## src/rtl/bcd_chain_adjust_ctrl_pkg.sv

```systemverilog
// Shared constants and FSM encoding for the multi-byte BCD/ASCII add sequencer.
package bcd_chain_adjust_ctrl_pkg;

    localparam logic [1:0] MODE_NONE  = 2'b00;
    localparam logic [1:0] MODE_ASCII = 2'b10;
    localparam logic [1:0] MODE_DEC   = 2'b11;

    localparam logic [7:0] ASCII_BIAS = 8'h30;

    typedef enum logic [2:0] {
        ST_IDLE = 3'd0,
        ST_LOAD = 3'd1,
        ST_CALC = 3'd2,
        ST_EMIT = 3'd3,
        ST_DONE = 3'd4
    } state_e;

endpackage

```

## src/rtl/bcd_chain_adjust_ctrl_byte_adjust.sv

```systemverilog
// Single-byte add with decimal or ASCII adjust; purely combinational.
module bcd_byte_adjust
    import bcd_chain_adjust_ctrl_pkg::*;
#(
    parameter bit ASCII_OUT = 1'b1
) (
    input  logic [7:0] a,
    input  logic [7:0] b,
    input  logic       cin,
    input  logic [1:0] mode,
    output logic [7:0] res,
    output logic       carry,
    output logic       af
);

    logic [8:0] raw9;
    logic [4:0] lo5;
    logic [7:0] raw;
    logic       cfr;
    logic       afr;
    logic       ma;
    logic       md;
    logic [3:0] lo_adj;

    assign raw9   = {1'b0, a} + {1'b0, b} + {8'd0, cin};
    assign lo5    = {1'b0, a[3:0]} + {1'b0, b[3:0]} + {4'd0, cin};
    assign raw    = raw9[7:0];
    assign cfr    = raw9[8];
    assign afr    = lo5[4];
    assign ma     = afr | (raw[3:0] > 4'd9);
    assign md     = cfr | (raw > 8'h99);
    // Low nibble wraps mod 16, which is exactly the unpacked-digit correction.
    assign lo_adj = raw[3:0] + (ma ? 4'd6 : 4'd0);

    always_comb begin
        res   = raw;
        carry = cfr;
        af    = afr;
        if (mode == MODE_DEC) begin
            res   = raw + (ma ? 8'h06 : 8'h00) + (md ? 8'h60 : 8'h00);
            carry = md;
            af    = ma;
        end else if (mode == MODE_ASCII) begin
            res   = {4'h0, lo_adj} | (ASCII_OUT ? ASCII_BIAS : 8'h00);
            carry = ma;
            af    = ma;
        end
    end

endmodule

```

## src/rtl/bcd_chain_adjust_ctrl.sv

```systemverilog
// Byte-serial sequencer: loads an operand pair, adjusts it, emits the result,
// and chains the carry into the next byte, LSB first.
module bcd_chain_adjust_ctrl
    import bcd_chain_adjust_ctrl_pkg::*;
#(
    parameter int LEN_W     = 5,
    parameter bit ASCII_OUT = 1'b1
) (
    input  logic             clk,
    input  logic             rst_n,
    input  logic             start,
    input  logic [1:0]       mode,
    input  logic [LEN_W-1:0] len,
    input  logic             cin,
    output logic             busy,
    input  logic             in_valid,
    output logic             in_ready,
    input  logic [7:0]       in_a,
    input  logic [7:0]       in_b,
    output logic             out_valid,
    input  logic             out_ready,
    output logic [7:0]       out_byte,
    output logic             out_last,
    output logic             done,
    output logic             cf_out,
    output logic             af_out
);

    state_e           state;
    logic [1:0]       mode_r;
    logic [LEN_W-1:0] rem;
    logic             carry_r;
    logic             af_r;
    logic [7:0]       a_p0;
    logic [7:0]       b_p0;
    logic [7:0]       res;
    logic             res_carry;
    logic             res_af;

    bcd_byte_adjust #(.ASCII_OUT(ASCII_OUT)) u_adj (
        .a     (a_p0),
        .b     (b_p0),
        .cin   (carry_r),
        .mode  (mode_r),
        .res   (res),
        .carry (res_carry),
        .af    (res_af)
    );

    assign busy      = (state != ST_IDLE);
    assign in_ready  = (state == ST_LOAD);
    assign out_valid = (state == ST_EMIT);
    assign done      = (state == ST_DONE);

    // Operand/carry registers carry no reset: they are always written before use.
    always_ff @(posedge clk) begin
        if (!rst_n) begin
            state    <= ST_IDLE;
            out_byte <= 8'h00;
            out_last <= 1'b0;
            cf_out   <= 1'b0;
            af_out   <= 1'b0;
        end else begin
            unique case (state)
                ST_IDLE: begin
                    if (start) begin
                        mode_r  <= mode;
                        rem     <= len;
                        carry_r <= cin;
                        af_r    <= 1'b0;
                        af_out  <= 1'b0;
                        if (len == '0) begin
                            cf_out <= cin;
                            state  <= ST_DONE;
                        end else begin
                            cf_out <= 1'b0;
                            state  <= ST_LOAD;
                        end
                    end
                end
                // p0: operand pair captured
                ST_LOAD: begin
                    if (in_valid) begin
                        a_p0  <= in_a;
                        b_p0  <= in_b;
                        state <= ST_CALC;
                    end
                end
                // p1: adjusted byte and chained carry captured
                ST_CALC: begin
                    out_byte <= res;
                    out_last <= (rem == LEN_W'(1));
                    carry_r  <= res_carry;
                    af_r     <= res_af;
                    state    <= ST_EMIT;
                end
                ST_EMIT: begin
                    if (out_ready) begin
                        rem <= rem - LEN_W'(1);
                        if (out_last) begin
                            cf_out <= carry_r;
                            af_out <= af_r;
                            state  <= ST_DONE;
                        end else begin
                            state <= ST_LOAD;
                        end
                    end
                end
                ST_DONE: state <= ST_IDLE;
                default: state <= ST_IDLE;
            endcase
        end
    end

endmodule

```

## config.mk

```make
export PLATFORM = sky130hd
export DESIGN_NAME = bcd_chain_adjust_ctrl
export DESIGN_NICKNAME = d
export VERILOG_FILES = /design/src/rtl/bcd_chain_adjust_ctrl_pkg.sv /design/src/rtl/bcd_chain_adjust_ctrl_byte_adjust.sv /design/src/rtl/bcd_chain_adjust_ctrl.sv
export SDC_FILE = /design/constraint.sdc
export NUM_CORES = 1
export LEC_CHECK = 0
export ABC_AREA = 1
export BUFFER_PORTS_ARGS = -buffer_cell sky130_fd_sc_hd__buf_2
export CAP_MARGIN = 20
export CORE_MARGIN = 3
export CORE_UTILIZATION = 30
export DETAILED_ROUTE_END_ITERATION = 8
export PLACE_DENSITY = 0.58
export SYNTH_ARGS = -nofsm -noshare
export SYNTH_HDL_FRONTEND = slang
export SYNTH_SLANG_ARGS = --single-unit
```

## constraint.sdc

```tcl
create_clock -name clk -period 4.3 [get_ports clk]
set_input_delay 0.215 -clock clk [delete_from_list [all_inputs] [get_ports clk]]
set_output_delay 0.215 -clock clk [all_outputs]
set_load 0.005 [all_outputs]
```

Word-level counts from Yosys, hierarchy flattened:

Index checks and enable logic that the tools add are counted.

* add/sub/neg operators: 8
* magnitude comparators: 2
* equal/unequal tests: 11
* muxes and demuxes: 30
* bitwise gates (word level): 2
* reduce and logical (&&, ||, !) cells: 11

Operator list (number)
* $mux 3: 7
* $add 8x8->8: 2
* $mux 8: 2
* $mux 1: 12
* $pmux 3 s4: 1
* $reduce_and 3->1: 4
* $mux 5: 2
* $pmux 5 s2: 1
* $add 8x8->9: 1
* $add 9x1->9: 1
* $gt 8x8->1 const B: 1
* $pmux 1 s2: 4
* $reduce_and 4->1: 2
* $mux 7: 1
* $eq 3x2->1 const B: 2
* $add 4x4->5: 1
* $add 5x1->5: 1
* $eq 5x1->1 const B: 1
* $logic_not 5->1: 1
* $sub 5x1->5 const B: 1
* $add 4x4->4: 1
* $eq 2x2->1 const B: 2
* $gt 4x4->1 const B: 1
* $ne 2x1->1 const B: 2
* other kinds (7): 10

* bits in registers: 39
* bits of input ports: 29
* output and inout bits: 15
* logic and storage cells: 75

Logic depth before layout (Yosys ltp):

* word-level depth: 8
* gate-level depth with buffers: 22

By module:

Synthesis repeated with hierarchy kept, for this count alone.

* cell total of the unflattened synthesis: 301
* area total of the unflattened synthesis: 2399.8 µm²

Modules (own cells, without submodules)
* bcd_chain_adjust_ctrl: instances 1, cells an instance 162, area an instance 1610.3 µm²
* bcd_byte_adjust: instances 1, cells an instance 139, area an instance 789.5 µm²

Worst setup path before layout:

No wires, ideal clock.

* path type: register -> register
* start point: reg carry_r
* end point: reg out_byte[7]
* setup time: 0.068 ns
* data arrival time: 2.716 ns
* slack: 1.515 ns
* cell stages (with the launch flop): 19
* path buffers: 0
* period minus slack after synthesis: 2.785 ns
* cells stage by stage: edfxtp_1 -> inv_1 -> fa_1 -> inv_1 -> fa_1 -> xnor2_2 -> nand2_1 -> nand2_1 -> nand2_1 -> ha_1 -> inv_1 -> fa_1 -> nor2_1 -> a21oi_1 -> nand2_2 -> nand2_1 -> nand2_1 -> nand3_1 -> a21oi_2

* cells in the longest elaborated chain, start to end: 7

RTL lines
* start, declared: line bcd_chain_adjust_ctrl.sv:32 `logic carry_r;`
* start signal, assigned: line bcd_chain_adjust_ctrl.sv:69 `carry_r <= cin;`
* start signal, assigned: line bcd_chain_adjust_ctrl.sv:93 `carry_r <= res_carry;`
* $add 9x1->9: line bcd_chain_adjust_ctrl_byte_adjust.sv:25 `assign raw9 = {1'b0, a} + {1'b0, b} + {8'd0, cin};`
* $gt 4x4->1: line bcd_chain_adjust_ctrl_byte_adjust.sv:30 `assign ma = afr | (raw[3:0] > 4'd9);`
* $or 1x1->1: line bcd_chain_adjust_ctrl_byte_adjust.sv:30
* $mux 3: line bcd_chain_adjust_ctrl_byte_adjust.sv:40 `res = raw + (ma ? 8'h06 : 8'h00) + (md ? 8'h60 : 8'h00);`
* $add 8x8->8 (2 in a row): line bcd_chain_adjust_ctrl_byte_adjust.sv:40
* $mux 8 *: line bcd_chain_adjust_ctrl_byte_adjust.sv:39 `if (mode == MODE_DEC) begin`
* end signal, assigned: line bcd_chain_adjust_ctrl.sv:91 `out_byte <= res;`
* end, declared: line bcd_chain_adjust_ctrl.sv:22 `output logic [7:0] out_byte,`

Every way passes the cells marked *; elsewhere a longest branch is shown, timed or not.
A chain may end at the register's enable or synchronous reset.

Worst setup path after layout:

Same ends and word-level chain as after synthesis.

==> results.toml <==
[outcome]
status = "completed"

[synth]
ys.flop_type = "edfxtp_1"
ys_seq_elements = 39
yosys-mux-area-fraction_pct = 0
synth_simple_gate_area_share_pct = 24.1
synth_top_family_by_area = "simple AND/OR/NAND/NOR gates"
synthAdderAreaFrac_pct = 8.95
synth_edf_count = 25
netlist_area_um2 = 2350
async_flop_share_pct = 0
avgSynthCellArea_um2 = 8.80
synthCells = 267
netlist-cell-type-count = 36
synth_compound_area_share_pct = 12.5
synth_fp_nets = 311
ys_seq_area_share_pct = 43.9
synth-xor-area-share_pct = 2.18
yosysWarningCount = 0

[routing]
drc = 0
routed_via_density = 4.57
antenna_left = 0
num_vias = 1887
drt_wl_total_um = 4960
first_pass_iters = 4
initialDrtViolationCount = 84
wl_per_cell_um = 12.0

[sta]
fin_skew_ns = 0.0125
finalCritPeriodShare_pct = 72.0
worstMarginPinSlew_ns = 0.713
finalSetupTns_ns = 0
rsz0062_at_grt = "false"
finalSetupViolations = 0
max-slew-margin-rel_pct = 52.0
finalHoldViolations = 0
period_minus_slack_ns = 3.10
max_freq_mhz = 323
setup_ws_ns = 1.20
slew_violations = 0

[worst_setup_path]
crit_type = "flip-flop to flip-flop"
arrival_ns = 3.32
crit_fanout = 4
crit_path_end_kind = "flip-flop"
required_ns = 4.52
startpoint_type = "flip-flop"

[grt]
grt_pass1_wl_um = 8150
grt_pass1_vias = 1780
grt_max_degree = 17
antenna_found_initial = 0
grtUsageTotal_pct = 11.6
globalRoute.totalOverflow = 0

[die]
initial_core_util_pct = 31.7
die_y_um = 94.5
coreArea_um2 = 7410
rows = 31
die_area_um2 = 8930
die_x_um = 94.5
pin_count = 44

[clock_network]
clk_path_buf_depth = 2
htree_levels = 2
insertion_delay_ns = 0.30
ctsRootBufferMaster = "clkbuf_8"
cts_buffers = 5
cts_tree = "yes"
hold_buffers = 0
cts_resized = 0
clkTransAtPathRegs_ns = 0.09
post-cts-setup-buffers = 0
clkSinkCount = 39

[placed_design]
gp_congestion = 0.820
dp_slack_ns = 1.21
io_buffers = 43
hpwl_um = 3930

[final_layout]
area_delta_synth_final_pct = 18.4
diodes = 0
nets = 357
drive_gt1_share_pct = 26.1

[worst_hold_path]
hp-class = "primary input to flip-flop"

[pwr]
power_leakage_nw = 1.28
ir_drop_mv = 0.103
powerDensity_nw_per_um2 = 410

[run]
cap_violations = 0
-- cell usage after synthesis, types with 2 or more instances --
cell | instances | share of area, %
dfxtp_1 | 14 | 12
nand2_4 | 4 | 1.9
xor2_1 | 2 | 0.75
nand3_1 | 9 | 1.9
clkbuf_1 | 3 | 0.48
nand4_1 | 2 | 0.53
nand3_2 | 6 | 2.6
xnor2_1 | 2 | 0.75
o21ai_0 | 15 | 3.2
a21oi_1 | 18 | 3.8
ha_1 | 12 | 6.4
nand2_2 | 9 | 2.4
nor2_1 | 18 | 2.9
nor3_1 | 4 | 0.85
a31oi_1 | 4 | 1.1
nand2_1 | 50 | 8.0
edfxtp_1 | 25 | 32
fa_1 | 3 | 2.6
a21oi_4 | 2 | 1.4
o221ai_1 | 4 | 1.5
nor3b_1 | 2 | 0.64
inv_2 | 4 | 0.64
inv_1 | 40 | 6.4
nand3b_1 | 3 | 0.96
-- stage by stage --
| step | area, um^2 | utilization (%) | instances | hold slack [ns] | total power, mW |
|---|---|---|---|---|---|
| after floorplan | 2350 | - | 267 | 0.314 | 0.749 |
| after global placement | 2670 | 36.0 | 405 | 0.392 | 0.842 |
| after detailed placement | 2670 | 36.0 | 405 | 0.393 | 0.850 |
| after CTS | 2780 | 37.5 | 413 | 0.0840 | 1.15 |
| after global routing | 2780 | 37.5 | 413 | 0.0836 | 1.22 |
| final | 2780 | 37.5 | 413 | 0.0969 | 1.14 |
-- layout make-up --
class                      instances  area, um^2
multi-input combinational        178        1120
sequential                        39        1030
fill                             782        4630
clock buffer                       7         108
clock inverter                     1        5.00
timing repair buffer              44         223
inverter                          45         169
tap                               99         124
-- path summary, 6_finish.rpt --
kind,start,endpoint,slack (ns),depth (start not counted)
setup / recovery,carry_r,out_byte[7],1.20,18
hold / removal,in_b[2],b_p0[2],0.1,1
setup reg to reg,carry_r,out_byte[7],1.20,18
hold reg to reg,af_out,af_out,0.48,2
-- critical path, stage by stage (launching register included) --
cell and delay, ns:
edfxtp_1 0.37, inv_1 0.10, fa_1 0.18, inv_1 0.08
fa_1 0.45, xnor2_2 0.20, nand2_1 0.12, nand2_1 0.06
nand2_1 0.12, ha_1 0.19, inv_1 0.06, fa_1 0.39
nor2_1 0.20, a21oi_1 0.11, nand2_2 0.09, nand2_1 0.05
nand2_1 0.05, nand3_1 0.08, a21oi_2 0.13
-- cell usage in the layout (no fill, tap or decap), types with 6 or more instances in the layout --
| cell type | instances |
|---|---|
| nand2_1 | 50 |
| buf_2 | 43 |
| inv_1 | 40 |
| edfxtp_1 | 25 |
| nor2_1 | 18 |
| a21oi_1 | 18 |
| o21ai_0 | 15 |
| dfxtp_1 | 14 |
| ha_1 | 12 |
| nand2_2 | 9 |
| nand3_1 | 9 |
| nand3_2 | 6 |
| clkbuf_8 | 6 |
-- power by group --
part           internal (mW)  switching (mW)
registers              0.448          0.0233
logic                  0.140           0.231
clock network          0.165           0.134
-- logic make-up after synthesis --
kind of cell             count (synthesis)
buffers and inverters                   50
adder cells (fa/ha/maj)                 15
flip-flops                              39
XOR/XNOR                                 5
AO/OA/AOI/OAI                           48
AND/OR/NAND/NOR                        110
-- flip-flops by register name (all words and copies together) (netlist names) --
name,count
rem,5
mode_r,2
out_byte,8
carry_r,1
cf_out,1
out_last,1
b_p0,8
state,3
af_r,1
af_out,1
a_p0,8
-- metal layers --
| metal | part of all wire, % | up-vias | global-route usage [%] | wire (um) |
|---|---|---|---|---|
| li1 | - | 978 | - | - |
| met1 | 48 | 861 | 15.4 | 2370 |
| met2 | 45 | 41 | 18.6 | 2250 |
| met3 | 5.2 | 7 | 2.31 | 257 |
| met4 | 1.6 | 0 | 4.69 | 78 |
| met5 | 0 | - | 0 | 0 |
Power figures use the tool's default switching activity.
